<file path="config.mk">
export PLATFORM = sky130hd
export DESIGN_NAME = force_release_arb
export DESIGN_NICKNAME = d
export VERILOG_FILES = /design/src/rtl/force_release_arb_pkg.sv /design/src/rtl/force_release_arb_rr_pick.sv /design/src/rtl/force_release_arb.sv
export SDC_FILE = /design/constraint.sdc
export NUM_CORES = 1
export LEC_CHECK = 0
export CORE_UTILIZATION = 63
export CTS_CLUSTER_DIAMETER = 30
export DETAILED_ROUTE_END_ITERATION = 10
export DONT_BUFFER_PORTS = 1
export GPL_ROUTABILITY_DRIVEN = 0
export PLACE_DENSITY = 0.79
export SLEW_MARGIN = 10
export SYNTH_ARGS = -nofsm -noshare
export SYNTH_HDL_FRONTEND = slang
export SYNTH_SLANG_ARGS = --single-unit
export TNS_END_PERCENT = 5
</file>
<file path="constraint.sdc">
create_clock -name clk -period 4.85 [get_ports clk]
set_clock_uncertainty 0.1 [all_clocks]
set_input_delay 0.97 -clock clk [delete_from_list [all_inputs] [get_ports clk]]
set_output_delay 0.97 -clock clk [all_outputs]
set_load 0.005 [all_outputs]
</file>
<file path="src/rtl/force_release_arb_pkg.sv">
// Shared definitions for the force/release override arbiter: state encoding
// and default sizing of the requester array, the forced net and hold counts.
package force_release_arb_pkg;

  typedef enum logic [1:0] {
    IDLE    = 2'd0,
    FORCE   = 2'd1,
    RELEASE = 2'd2
  } state_t;

  localparam int NREQ_DEF  = 4;
  localparam int WIDTH_DEF = 4;
  localparam int HW_DEF    = 8;

endpackage

</file>
<file path="src/rtl/force_release_arb_rr_pick.sv">
// Round-robin winner selection: the first set request bit at or after rr,
// wrapping past NREQ-1 back to 0.
module rr_pick #(
  parameter int NREQ = 4,
  parameter int IW   = 2
) (
  input  logic [NREQ-1:0] req,
  input  logic [IW-1:0]   rr,
  output logic            valid,
  output logic [IW-1:0]   idx
);

  // Walk from the farthest offset back to rr so the nearest request wins.
  always_comb begin
    int unsigned j;
    j     = 0;
    valid = 1'b0;
    idx   = '0;
    for (int k = NREQ - 1; k >= 0; k--) begin
      j = (int'(rr) + k) % NREQ;
      if (req[j[IW-1:0]]) begin
        valid = 1'b1;
        idx   = j[IW-1:0];
      end
    end
  end

endmodule

</file>
<file path="src/rtl/force_release_arb.sv">
// Override arbiter: grants one requester at a time the right to force a net
// to a latched value for a hold count, then releases with a done pulse.
module force_release_arb
  import force_release_arb_pkg::*;
#(
  parameter int NREQ  = NREQ_DEF,
  parameter int WIDTH = WIDTH_DEF,
  parameter int HW    = HW_DEF
) (
  input  logic                  clk,
  input  logic                  reset,
  input  logic [NREQ-1:0]       req,
  input  logic [NREQ*WIDTH-1:0] req_val,
  input  logic [NREQ*HW-1:0]    req_hold,
  input  logic                  release_all,
  input  logic [WIDTH-1:0]      net_in,
  output logic [WIDTH-1:0]      net_out,
  output logic                  force_en,
  output logic [WIDTH-1:0]      force_val,
  output logic [NREQ-1:0]       gnt,
  output logic [NREQ-1:0]       done,
  output logic                  busy
);

  localparam int IW = $clog2(NREQ);

  state_t           state, state_nxt;
  logic [IW-1:0]    owner, owner_nxt;
  logic [IW-1:0]    rr, rr_nxt;
  logic [HW-1:0]    cnt, cnt_nxt;
  logic [WIDTH-1:0] fval_nxt;
  logic             pick_valid;
  logic [IW-1:0]    pick_idx;
  logic [HW-1:0]    pick_hold;

  rr_pick #(
    .NREQ (NREQ),
    .IW   (IW)
  ) u_pick (
    .req   (req),
    .rr    (rr),
    .valid (pick_valid),
    .idx   (pick_idx)
  );

  assign pick_hold = req_hold[int'(pick_idx)*HW +: HW];

  // State, owner, pointer, hold counter and latched value registers.
  always_ff @(posedge clk) begin
    if (reset) begin
      state     <= IDLE;
      owner     <= '0;
      rr        <= '0;
      cnt       <= '0;
      force_val <= '0;
    end else begin
      state     <= state_nxt;
      owner     <= owner_nxt;
      rr        <= rr_nxt;
      cnt       <= cnt_nxt;
      force_val <= fval_nxt;
    end
  end

  // Next-state logic: arbitrate in IDLE, count down in FORCE, advance rr on release.
  always_comb begin
    state_nxt = state;
    owner_nxt = owner;
    rr_nxt    = rr;
    cnt_nxt   = cnt;
    fval_nxt  = force_val;
    case (state)
      IDLE: begin
        if (!release_all && pick_valid) begin
          owner_nxt = pick_idx;
          fval_nxt  = req_val[int'(pick_idx)*WIDTH +: WIDTH];
          cnt_nxt   = (pick_hold == '0) ? HW'(1) : pick_hold;
          state_nxt = FORCE;
        end
      end
      FORCE: begin
        cnt_nxt = cnt - HW'(1);
        if (cnt == HW'(1) || !req[owner] || release_all) begin
          state_nxt = RELEASE;
        end
      end
      RELEASE: begin
        rr_nxt    = (owner == IW'(NREQ - 1)) ? '0 : owner + IW'(1);
        state_nxt = IDLE;
      end
      default: state_nxt = IDLE;
    endcase
  end

  // Grant and done are one-hot decodes of the owner, gated by state.
  always_comb begin
    gnt  = '0;
    done = '0;
    if (state == FORCE)   gnt[owner]  = 1'b1;
    if (state == RELEASE) done[owner] = 1'b1;
  end

  assign force_en = (state == FORCE);
  assign busy     = (state != IDLE);
  assign net_out  = force_en ? force_val : net_in;

endmodule

</file>
==> run_results.csv <==
group,metric,value,unit
worst_setup_path,cp.required,3.78,ns
global_route,overflow,0,
timing,hold_viol,0,
worst_setup_path,reg2reg_slack,2.62,ns
detailed_routing,antenna_left,0,
worst_setup_path,critPathArrivalTime,1.66,ns
synth,synth_area,0.00146,sq mm
synth,syn_inst,182,
synth,synth_edf_count,0,
power,p_per_area,265,mW/mm^2
timing,rsz0062_at_grt,"false",
cells_and_area,fill_cells,185,
worst_setup_path,critPathLaunch,"state[1]$_SDFFE_PP0P_",
detailed_routing,wl_per_cell,15.7,um
worst_setup_path,r2r_start,"rr[1]$_SDFFE_PP0P_",
synth,ys_seq_elements,18,
timing,layout_setup_ws,2.12,ns
synth,synth_nets,247,
global_route,antenna_found_initial,0,
clocking,cts_made_buffers,3,
detailed_routing,routed_wirelength,3270,um
flow_run,drv_cap,0,
power,ir_drop,0.167,mV
timing,period_minus_slack,2.73,ns
clocking,clockBufferDepth,2,
worst_setup_path,worstSetupPathType,"register to output pin",
cells_and_area,final_common_cell,"nand2_1",
floorplan,fp-row-count,17,
synth,synthDistinctLibCells,36,
timing,max_slew_margin,0.700,
floorplan,fp.dieW,50.2,um
cells_and_area,layout-drive-gt1-share,0.139,
timing,tightestPinTransition,0.450,ns
global_route,grt_pass1_wl,5190,um
synth,postSynth.asyncResetShare,0,
placed_design,place_ws,2.16,ns
worst_setup_path,endpoint,"gnt[1]",
global_route,grt_start_max_net_pins,26,
worst_setup_path,worstReg2RegEnd,"cnt[3]$_SDFFE_PP0P_",
worst_setup_path,ff2ff_path_depth,7,
timing,final_max_slew_viol_count,0,
worst_hold_path,hp-class,"register to register",
clocking,cts_resized,0,
worst_setup_path,slowest_stage,"nand2b_1",
timing,setup_tns,0,ns
clocking,clock-sinks,18,
detailed_routing,vias,1296,
detailed_routing,drt_first_iter_violations,27,
clocking,cts_max_level,1,
worst_setup_path,worstPathMaxFanout,14,
clocking,ctsHoldBuffers,0,
cells_and_area,area_growth,3.50,%
clocking,insertion_delay,0.30,ns
floorplan,die_h,50.2,um
floorplan,io_pins,77,
timing,setup_viol,0,
cells_and_area,antenna_cells,0,
worst_setup_path,critical_path.startpoint_type,"register",
clocking,clk_root_buffer_cell,"clkbuf_4",
synth,ys_seq_area_frac,0.246,
placed_design,dp_hpwl,2430,um
cells_and_area,finalNetCount,246,
floorplan,design.die.area,0.00252,sq mm
worst_setup_path,cp_cell_sequence,"nand2b_1 -> inv_1 -> and2_1",
global_route,track_usage,0.273,
synth,ys_warn_count,0,
detailed_routing,vias_per_cell,6.23,
clocking,post-cts-setup-buffers,0,
detailed_routing,drc,0,
global_route,grt_pass1_vias,1212,
worst_setup_path,end_kind,"output pin",
floorplan,core,0.00219,sq mm
timing,fin_crit_sh,0.563,
cells_and_area,final_cell_mix,"nand2_1 (27), mux2i_1 (24), dfxtp_1 (18)",
worst_setup_path,slowest_delay,0.38,ns
synth,ys.flop_type,"dfxtp_1",
placed_design,portBuffers,0,
clocking,clk_pin_slew,0.10,ns
power,power.leakage,0.585,nW
clocking,cts_tree,"built",
synth,syn_area_per_cell,8.04,sq um
timing,fmax,366,MHz
detailed_routing,dr.pass1.iters,4,
run_status,status,"complete, no violations",
floorplan,start_util,0.668,
## power by group
group	switching [W]	internal, W	leakage (nW)	total [W]
clock	0.0000506	0.0000459	0.0210	0.0000964
sequential	0.0000138	0.000163	0.148	0.000176
combinational	0.0000682	0.0000604	0.416	0.000129
## worst max-delay path: cells and delay by family (launching register included)
family | cells | cell delay, ns
DFF | 1 | 0.34
buffers and inverters | 1 | 0.34
and+or+nand+nor | 2 | 0.66
## cells in the mapped netlist (3+ instances only)
library cell,count,area share
a211oi_1,3,0.015
ha_1,6,0.051
o21ai_0,6,0.021
mux2i_1,24,0.16
nand2_1,27,0.069
clkbuf_1,6,0.015
o211ai_1,4,0.021
dfxtp_1,18,0.25
mux2_2,11,0.085
and2_1,8,0.034
nor3_1,6,0.021
nor2_1,16,0.041
inv_1,6,0.015
a21oi_1,13,0.044
## cell families after synthesis
logic type	Yosys count	synth area share
and+or+nand+nor	74	0.250
muxes	36	0.264
AOI/OAI and AO/OA	30	0.126
DFF	18	0.246
buffers and inverters	15	0.0444
adders and majority gates	6	0.0513
xor gates and xnor gates	3	0.0180
## state kept, by name, summed over array words and instances, names as in the netlist
register   flops
force_val      4
owner          2
rr             2
state          2
cnt            8
## worst min-delay path by stage
| stage | from | to | cells past startpoint |
|---|---|---|---|
| 4_1_cts | force_val[0]$_SDFFE_PP0P_ | force_val[0]$_SDFFE_PP0P_ | 2 |
| 3_5_place_dp | force_val[0]$_SDFFE_PP0P_ | force_val[0]$_SDFFE_PP0P_ | 2 |
| 5_1_grt | force_val[2]$_SDFFE_PP0P_ | force_val[2]$_SDFFE_PP0P_ | 2 |
| 3_3_place_gp | force_val[0]$_SDFFE_PP0P_ | force_val[0]$_SDFFE_PP0P_ | 2 |
| 6_report | force_val[0]$_SDFFE_PP0P_ | force_val[0]$_SDFFE_PP0P_ | 2 |
| 2_1_floorplan | force_val[0]$_SDFFE_PP0P_ | force_val[0]$_SDFFE_PP0P_ | 2 |
## cell type report
type                    instances  area (sq um)  share of cell area
well taps                      28          35.0              0.0231
multi-input cells             149          1040               0.685
clock buffers                   4          36.3              0.0239
inverters                       6          22.5              0.0149
repair buffers                  3          22.5              0.0149
flip-flops and latches         18           360               0.238
## through the flow
stage / hold slack (ns) / total power [W] / instances / instance area, sq um / util
2_1_floorplan: 0.366 / 0.000286 / 182 / 1460 / -
3_3_place_gp: 0.379 / 0.000301 / 204 / 1480 / 0.675
3_5_place_dp: 0.377 / 0.000307 / 204 / 1480 / 0.675
4_1_cts: 0.392 / 0.000403 / 208 / 1520 / 0.692
5_1_grt: 0.426 / 0.000425 / 208 / 1520 / 0.692
6_report: 0.386 / 0.000401 / 208 / 1520 / 0.692
## per-layer routing
metal	GRT usage	vias to the layer above	wire length, um
li1	-	642	-
met1	0.293	592	1350
met2	0.496	56	1650
met3	0.0606	6	224
met4	0.133	0	48
met5	0	-	0
Note: power is estimated with default switching activity, not from simulation.
